File: config.mk
export PLATFORM = sky130hd
export DESIGN_NAME = bp_fe_queue_rolly
export DESIGN_NICKNAME = d
export VERILOG_FILES = /design/src/rtl/bp_fe_queue_rolly.sv
export SDC_FILE = /design/constraint.sdc
export NUM_CORES = 1
export LEC_CHECK = 0
export BUFFER_PORTS_ARGS = -buffer_cell sky130_fd_sc_hd__buf_2
export CORE_MARGIN = 2
export CORE_UTILIZATION = 55
export DETAILED_ROUTE_END_ITERATION = 8
export PLACE_DENSITY = 0.8
export SYNTH_ARGS = -nofsm -noshare
export SYNTH_HDL_FRONTEND = slang
export SYNTH_SLANG_ARGS = --single-unit
File: constraint.sdc
create_clock -name clk_i -period 3 [get_ports clk_i]
set_input_delay 0.15 -clock clk_i [delete_from_list [all_inputs] [get_ports clk_i]]
set_output_delay 0.15 -clock clk_i [all_outputs]
set_load 0.02 [all_outputs]
File: src/rtl/bp_fe_queue_rolly.sv
`default_nettype none
//==============================================================================
// Module   : bp_fe_queue_rolly
// Purpose  : Front-end producer side of the FE->BE instruction queue. Buffers
//            fe_queue packets from the fetch pipeline and presents them to the
//            back end as a valid/yumi stream. Reads are speculative until the
//            back end commits them (deq). It can rewind them to the last commit
//            (roll) or drop everything not yet read (clr).
// Ports    : clk_i, reset_i            - clock, async active-high reset
//            fe_queue_i/_v_i/_ready_o  - FE write side (enq = v & ready & ~clr)
//            fe_queue_o/_v_o/_yumi_i   - BE read side (async read at rptr)
//            fe_queue_clr_i            - discard unread entries
//            fe_queue_deq_i            - commit read entries, freeing slots
//            fe_queue_roll_i           - rewind read pointer to commit pointer
// Revision : 1.0 - initial release
//==============================================================================
module bp_fe_queue_rolly #(
    parameter int width_p = 1,
    parameter int els_p   = 8
) (
    input  logic               clk_i,
    input  logic               reset_i,

    input  logic [width_p-1:0] fe_queue_i,
    input  logic               fe_queue_v_i,
    output logic               fe_queue_ready_o,

    output logic [width_p-1:0] fe_queue_o,
    output logic               fe_queue_v_o,
    input  logic               fe_queue_yumi_i,

    input  logic               fe_queue_clr_i,
    input  logic               fe_queue_deq_i,
    input  logic               fe_queue_roll_i
);

    localparam int c_idx_w      = $clog2(els_p);
    localparam int ptr_width_lp = c_idx_w + 1;

    // Pointers carry one extra wrap bit above the slot index so that full and
    // empty can be told apart when the index bits coincide.
    logic [ptr_width_lp-1:0] r_wptr, r_rptr, r_cptr;
    logic [ptr_width_lp-1:0] w_wptr_n, w_rptr_n, w_cptr_n;
    logic [width_p-1:0]      r_mem [els_p];

    logic w_full, w_empty, w_enq;

    // Status comes from registered pointers only, so ready/valid have no
    // combinational path from any input.
    assign w_full  = (r_wptr[ptr_width_lp-1] != r_cptr[ptr_width_lp-1])
                   && (r_wptr[c_idx_w-1:0] == r_cptr[c_idx_w-1:0]);
    assign w_empty = (r_rptr == r_wptr);

    assign fe_queue_ready_o = ~w_full;
    assign fe_queue_v_o     = ~w_empty;
    assign fe_queue_o       = r_mem[r_rptr[c_idx_w-1:0]];

    // A clr cycle is a flush; any packet offered with it is dropped.
    assign w_enq = fe_queue_v_i & ~w_full & ~fe_queue_clr_i;

    always_comb begin
        w_rptr_n = r_rptr;
        w_cptr_n = r_cptr;
        w_wptr_n = r_wptr;

        // Roll takes precedence over a same-cycle yumi and deq.
        if (fe_queue_roll_i) begin
            w_rptr_n = r_cptr;
        end else if (fe_queue_yumi_i) begin
            w_rptr_n = r_rptr + 1'b1;
        end

        // An entry read in the same cycle as deq is part of the commit.
        if (!fe_queue_roll_i && fe_queue_deq_i) begin
            w_cptr_n = r_rptr + {{(ptr_width_lp-1){1'b0}}, fe_queue_yumi_i};
        end

        // Clear truncates the queue at the post-roll/yumi read point.
        if (fe_queue_clr_i) begin
            w_wptr_n = w_rptr_n;
        end else if (w_enq) begin
            w_wptr_n = r_wptr + 1'b1;
        end
    end

    always_ff @(posedge clk_i or posedge reset_i) begin
        if (reset_i) begin
            r_wptr <= '0;
            r_rptr <= '0;
            r_cptr <= '0;
        end else begin
            r_wptr <= w_wptr_n;
            r_rptr <= w_rptr_n;
            r_cptr <= w_cptr_n;
        end
    end

    // Storage is intentionally not reset; pointers alone define validity.
    always_ff @(posedge clk_i) begin
        if (w_enq) begin
            r_mem[r_wptr[c_idx_w-1:0]] <= fe_queue_i;
        end
    end

`ifndef SYNTHESIS
    logic [ptr_width_lp-1:0] w_occ, w_rd;
    assign w_occ = r_wptr - r_cptr;
    assign w_rd  = r_rptr - r_cptr;

    a_yumi_needs_valid: assert property (@(posedge clk_i) disable iff (reset_i)
        fe_queue_yumi_i |-> fe_queue_v_o)
        else $error("yumi asserted while fe_queue_v_o is low");

    a_no_enq_when_full: assert property (@(posedge clk_i) disable iff (reset_i)
        w_enq |-> !w_full)
        else $error("enqueue while full");

    a_ptr_order: assert property (@(posedge clk_i) disable iff (reset_i)
        (w_rd <= w_occ) && (w_occ <= ptr_width_lp'(els_p)))
        else $error("pointer ordering violated");
`endif

endmodule
`default_nettype wire

==> metrics.md, run 1 <==
| Metric | Value |
|---|---|
| Wire length of the first global-routing pass | `3332 um` |
| Aggregate routed wire length | `just under 2000 um` |
| Beginning of the critical path | `r_rptr[0]` |
| Data required time at the worst endpoint | `about 2.9 ns` |
| Final total negative setup slack | `0 ns` |
| Clk pin slew, worst setup/hold paths | `0.11 ns` |
| RSZ-0062 raised after global routing | `false` |
| Pin count of the biggest net entering global routing | `13` |
| Dominant synthesized flop cell | `sky130_fd_sc_hd__dfrtp_1` |
| Die Y-Extent | `49.68 um` |
| Cell taking the most area after synthesis | `sky130_fd_sc_hd__dfrtp_1` |
| Achievable frequency | `approximately 0.5 GHz` |
| Buffers added on ports | `10` |
| Layout cells sized above 1 | `23.15%` |
| Antenna fix cells | `0` |
| Synth async-reset ratio | `60.00%` |
| Total gr overflow | `0` |
| Total count of max-transition violations in the final report | `0` |
| Count of flip-flops with a built-in enable after synthesis | `8` |
| Area added between synthesis and finish | `7.089%` |
| Setup bufs post-CTS | `0` |
| Outcome | `finished, final reports clean` |
| Number of distinct library cell variants in the gate-level netlist after synthesis | `31` |
| Routability Congestion | `0.8786` |
| Worst path slowest cell | `sky130_fd_sc_hd__dfrtp_1` |
| Area occupied by registers | `540.5 sq um` |
| Mux contribution to synthesized area | `approximately an eighth` |
| Power density of the placed cells | `942.1 nW/um^2` |
| Core Region | `1962 sq um` |
| Number of clock sinks seen by CTS | `20` |
| Final layout net count | `121` |
| Final cycle utilization of the critical path | `65.09%` |
| Clock tree skew after final layout | `0.004055 ns` |
| Final core occ | `62.63%` |
| Synth Warn # | `0` |
| Final setup vio count | `0` |
| Deepest level of the CTS H-tree | `1` |
| Post-synthesis compound-gate area fraction | `7.306%` |
| Post-DRT Antenna Nets | `0` |
| Number of max-capacitance violations reported | `0` |
| Via count of the first global-routing pass | `707` |
| Register bit count reported by yosys | `20` |
| Cells after Synth | `99` |
| Worst EP arrival | `1.80 ns` |
| Adder-cell share of the synthesized area | `4.362%` |
| Actual slew at the worst max-slew pin | `0.4831 ns` |
| Xor/xnor share of the synthesized area | `12.32%` |
| Filler instances | `173` |
| Critical Path Fanout Max | `6` |
| Endpoint class of the critical path | `output port` |
| Starting Density | `58.48%` |
| Most frequent standard cell in the layout excluding fill and tap cells | `sky130_fd_sc_hd__dfrtp_1` |
| Die Footprint | `2468 sq um` |
| Post-synthesis sequential area ratio | `a little under half` |
| Count of endpoints failing hold in the final timing report | `0` |
| Detailed-route wire length per cell | `~14 um` |
| Family with the most delay on the worst path | `multiplexers` |
| Post-synthesis instance area | `1147 sq um` |
| Horizontal extent of the die | `49.68 um` |
| DRC violation count after routing | `0` |
| Iteration-0 DRC Markers | `12` |
| Main combinational cell family by area after synthesis | `simple AND/OR/NAND/NOR gates` |
| Mean Syn Cell Area | `about 12 sq um` |
| Simple logic cell fraction of the synthesized area | `13.20%` |
| List of cells traversed by the critical path | `mux4_2 -> mux2_2 -> buf_2` |
| Antenna violations before repair | `0` |
| Root Buffer Master | `sky130_fd_sc_hd__clkbuf_4` |
| Floorplan row count | `16` |
| Source of the worst register-to-register timing path | `r_wptr[2]` |
| Number of buffers and inverters on the critical path | `1` |
| Stage delay of the slowest cell on the critical path | `0.54 ns` |
| Multi-input combinational cell area | `560.5 sq um` |
| Hold/Removal Path Class | `in2reg` |
| Hold slack final | `0.1220 ns` |
| Post-detailed-route via-to-cell ratio | `5.496` |
| Largest cells by area after synthesis | `sky130_fd_sc_hd__dfrtp_1 (26%), sky130_fd_sc_hd__edfxtp_1 (21%), sky130_fd_sc_hd__mux2_2 (6.9%)` |
| Number of top-level design ports | `11` |
| Top library cells by usage in the layout, fill and taps aside | `sky130_fd_sc_hd__dfrtp_1 (12), sky130_fd_sc_hd__buf_2 (10), sky130_fd_sc_hd__nand2_1 (9), sky130_fd_sc_hd__nor2_1 (8), sky130_fd_sc_hd__edfxtp_1 (8)` |
| Final critical path time including I/O delays and setup | `1.953 ns` |
| Clock latency on the worst-skew pair | `between 0.2 and 0.3 ns` |
| Maximum vdd ir drop | `around 0.52 mV` |
| Bufs on Longest Clock Path | `2` |
| TritonRoute pass-1 iters | `4` |
| Area share of the leading cell type in the synthesized netlist | `between 20% and 30%` |
| GRT Util Overall | `17.97%` |
| Normalized max-slew margin | `67.76%` |
| HPWL after detailed placement | `between 1000 and 1500 um` |
| Leak | `0.4839 nW` |
| Total clock buffers created by CTS | `3` |
| Critical path class | `reg2out` |
| Detailed-route via count | `742` |
| Worst hold start | `fe_queue_i` |
| Mapped Nets | `111` |
| TritonCTS clock tree | `done` |
| CP Launch Type | `flop` |
## where the power goes
part / internal (mW) / switching, mW / total, mW / leakage (nW)
sequential: 0.368 / 0.160 / 0.527 / 0.222
clock: 0.0518 / 0.0787 / 0.130 / 0.0150
combinational: 0.257 / 0.243 / 0.500 / 0.247
## worst paths after layout
kind / to / slack, ns / cells after the start
max in group asynchronous: r_rptr[1] / 2.27 / 3
worst max register to register: r_wptr[1] / 1.09 / 4
worst max-delay path: fe_queue_o / 1.05 / 3
worst min register to register: r_cptr[3] / 0.57 / 2
min in group asynchronous: r_cptr[0] / 0.40 / 3
worst min-delay path: r_mem[5] / 0.12 / 1
## flip-flops by register name, indices dropped and copies added (netlist names)
name    cells
r_rptr      4
r_wptr      4
r_mem       8
r_cptr      4
## layout make-up
cell class | instances | share of cell area (%)
inverter | 2 | 0.6110
clock buffer | 4 | 2.138
tap | 27 | 2.749
sequential | 20 | 43.99
multi-input combinational | 71 | 45.62
timing repair buffer | 11 | 4.888
## metal layers
| layer | vias to the layer above | part of all wire [%] | track usage, % | wire length, um |
|---|---|---|---|---|
| met3 | 2 | 3.0 | 2.727 | 58 |
| met2 | 14 | 44 | 26.89 | 843 |
| met1 | 361 | 52 | 26.91 | 1011 |
| li1 | 365 | - | - | - |
| met4 | 0 | 0.78 | 5.556 | 15 |
| met5 | - | 0 | 0 | 0 |
## cell usage after synthesis (2+ instances only)
library cell and instances:
sky130_fd_sc_hd__o21ai_0 6, sky130_fd_sc_hd__nand4_1 2, sky130_fd_sc_hd__nand2b_1 3, sky130_fd_sc_hd__inv_1 2
sky130_fd_sc_hd__buf_6 2, sky130_fd_sc_hd__mux2_2 7, sky130_fd_sc_hd__clkbuf_1 2, sky130_fd_sc_hd__nor2_1 8
sky130_fd_sc_hd__mux4_2 2, sky130_fd_sc_hd__xnor2_1 7, sky130_fd_sc_hd__xor2_1 6, sky130_fd_sc_hd__edfxtp_1 8
sky130_fd_sc_hd__nand3_1 2, sky130_fd_sc_hd__dfrtp_1 12, sky130_fd_sc_hd__ha_1 4, sky130_fd_sc_hd__nand2_1 9
sky130_fd_sc_hd__nor3_1 3
## metrics by stage
stage	power [mW]	worst slack, ns	cells	instance area [sq um]
2_1_floorplan	0.9395	1.204	99	1147
3_3_place_gp	1.016	1.129	130	1192
6_report	1.158	1.047	135	1229
5_1_grt	1.259	0.9653	135	1229
3_5_place_dp	1.028	1.095	130	1192
4_1_cts	1.165	1.020	135	1229
## cells by family (layout without fill, tap and decap cells)
family,count (synthesis),in the layout
XOR/XNOR,14,14
adder cells (fa/ha/maj),4,4
buffers and inverters,8,17
AND/OR/NAND/NOR,31,31
AO/OA/AOI/OAI,12,12
flip-flops,20,20
multiplexers,10,10
## repair_timing
action	4_1_cts	5_1_grt
hold buffers	1	0
resized for setup	0	0
hold endpoints to repair	12	0
## worst reg2reg max path, delay by kind of cell (launching register included)
| kind | cells | cell delay, ns |
|---|---|---|
| multiplexers | 2 | 0.62 |
| flip-flops | 1 | 0.53 |
| AO/OA/AOI/OAI | 1 | 0.44 |
| XOR/XNOR | 1 | 0.22 |
Power figures use the tool's default switching activity.
==> inputs of run 2 (changes only) <==
clock period = 1.8 ns   (was 3 ns; I/O delays follow)
==> metrics.md, run 2 (synthesized netlist as in run 1, its figures left out) <==
| Metric | Value |
|---|---|
| Outcome | `finished, violations left` |
| Violations in the final reports | `setup timing` |
| R2R setup slack | `0.01 ns` |
| Filler instances | `156` |
| Critical path class | `reg2out` |
| Post-detailed-route via-to-cell ratio | `5.759` |
| Die Y-Extent | `slightly below 50 um` |
| Post-DRT Antenna Nets | `0` |
| Horizontal extent of the die | `49.68 um` |
| Bufs on Longest Clock Path | `2` |
| Root Buffer Master | `sky130_fd_sc_hd__clkbuf_4` |
| Starting Density | `approximately 58%` |
| Core Region | `1962 sq um` |
| Cell count of the worst reg-to-reg path | `4` |
| Deepest level of the CTS H-tree | `1` |
| Number of clock sinks seen by CTS | `20` |
| Most frequent standard cell in the layout excluding fill and tap cells | `sky130_fd_sc_hd__buf_4` |
| Post-route worst setup slack | `-0.01682 ns` |
| Actual slew at the worst max-slew pin | `~0.5 ns` |
| Antenna fix cells | `0` |
| Top library cells by usage in the layout, fill and taps aside | `sky130_fd_sc_hd__buf_4 (10), sky130_fd_sc_hd__nand2_1 (9), sky130_fd_sc_hd__dfrtp_1 (9)` |
| Maximum vdd ir drop | `1.002 mV` |
| Reg2reg end | `r_mem[4]` |
| Total clock buffers created by CTS | `3` |
| Clock latency on the worst-skew pair | `0.32 ns` |
| Normalized max-slew margin | `67.47%` |
| RSZ-0062 raised after global routing | `true` |
| Multi-input combinational cell area | `about 600 sq um` |
| Data required time at the worst endpoint | `1.71 ns` |
| Total gr overflow | `0` |
| Final total negative setup slack | `-0.01682 ns` |
| Area added between synthesis and finish | `18.65%` |
| Clock tree skew after final layout | `between 0.009 and 0.01 ns` |
| CP Launch Type | `flop` |
| Detailed-route wire length per cell | `16.99 um` |
| Endpoint class of the critical path | `output port` |
| Final layout net count | `approximately 130` |
| Hold/Removal Path Class | `in2reg` |
| Final critical path time including I/O delays and setup | `1.817 ns` |
| Design Area, Final | `1361 sq um` |
| Antenna violations before repair | `0` |
| Number of max-capacitance violations reported | `0` |
| Clk pin slew, worst setup/hold paths | `0.12 ns` |
| Endpoint with the worst hold slack | `r_mem[1]` |
| Flip-flop count of the largest register after layout | `8` |
| DRC violation count after routing | `0` |
| Floorplan row count | `16` |
| Power density of the placed cells | `1724 nW/um^2` |
| Routability Congestion | `0.7901` |
| Number of top-level design ports | `11` |
| Iteration-0 DRC Markers | `16` |
| Detailed-route via count | `835` |
| GRT Util Overall | `21.33%` |
| Leak | `0.5539 nW` |
| TritonRoute pass-1 iters | `4` |
| HPWL after detailed placement | `1551 um` |
| Area occupied by registers | `roughly 540 sq um` |
| Worst hold path depth | `1` |
| Worst hold start | `fe_queue_i` |
| Buffers added on ports | `10` |
| Final setup vio count | `1` |
| Final cycle utilization of the critical path | `100.9%` |
| Source of the worst register-to-register timing path | `r_wptr[2]` |
| Die Footprint | `2468 sq um` |
| Worst EP arrival | `roughly 1.7 ns` |
| Achievable frequency | `0.5504 GHz` |
| Critical Path Fanout Max | `4` |
| Layout cells sized above 1 | `34.75%` |
| Post-placement cell area | `1230 sq um` |
| Pin count of the biggest net entering global routing | `13` |
| Aggregate routed wire length | `2463 um` |
| TritonCTS clock tree | `done` |
| Total count of max-transition violations in the final report | `0` |
| Count of endpoints failing hold in the final timing report | `0` |
| Final core occ | `69.39%` |
| Wire length of the first global-routing pass | `3829 um` |
| Via count of the first global-routing pass | `approximately 850` |
==> run 2: cell count changes in the layout (fill, tap and decap cells not counted), sizes merged <==
cell | previous run | this run
buf | 10 | 20
==> run 2: worst max path at each step <==
stage / from / end / slack [ns] / depth (start not counted)
6_report: r_wptr[2] / fe_queue_ready_o / -0.02 / 3
5_1_grt: r_wptr[2] / r_mem[4] / -0.05 / 4
3_5_place_dp: r_cptr[2] / r_wptr[1] / -0.06 / 4
4_1_cts: r_cptr[2] / r_wptr[1] / 0.000002 / 4
2_1_floorplan: r_wptr[1] / r_wptr[1] / 0.004 / 5
3_3_place_gp: r_cptr[2] / r_wptr[1] / 0.03 / 4
==> run 2: area by class of cell <==
class,count,area share [%]
timing repair buffer,21,10.85
multi-input combinational,71,44.21
clock buffer,4,1.930
inverter,2,0.5515
tap,27,2.482
sequential,20,39.98
==> run 2: routing by layer <==
metal	up-vias	global-route usage (%)	routed length, um
met2	28	34.22	1220
li1	386	-	-
met3	5	3.636	111
met1	416	26.26	1077
met5	-	0	0
met4	0	14.35	54
==> run 2: report_power, final <==
group          switching, mW  total (mW)  internal (mW)
sequential             0.210       0.831          0.620
clock                  0.148       0.234         0.0868
combinational          0.624        1.28          0.658
total                  0.982        2.35           1.36
==> run 2: worst max-delay path, cell delays in order (launching register included) <==
cell and delay (ns):
sky130_fd_sc_hd__dfrtp_2 0.46, sky130_fd_sc_hd__xor2_4 0.21, sky130_fd_sc_hd__or4_4 0.58, sky130_fd_sc_hd__buf_6 0.16
==> run 2: per-stage QoR <==
| stage | std cells | worst slack, ns | total power, mW | hold WS [ns] |
|---|---|---|---|---|
| final | 145 | -0.01682 | 2.347 | 0.04430 |
| after global routing | 145 | -0.05417 | 2.482 | 0.06421 |
| after CTS | 144 | 0.000001776 | 2.165 | 0.04817 |
| after detailed placement | 135 | -0.05710 | 1.821 | 0.1288 |
| after global placement | 135 | 0.02954 | 1.779 | 0.1187 |
| after floorplan | 99 | 0.004374 | 1.566 | -0.04530 |
==> run 2: what timing repair did <==
item	in CTS	in global routing
pin swaps	1	4
hold buffers	1	0
buffers inserted	4	1
endpoints found under the hold margin	12	0
endpoints found under the setup margin	3	7
resized for setup	4	9
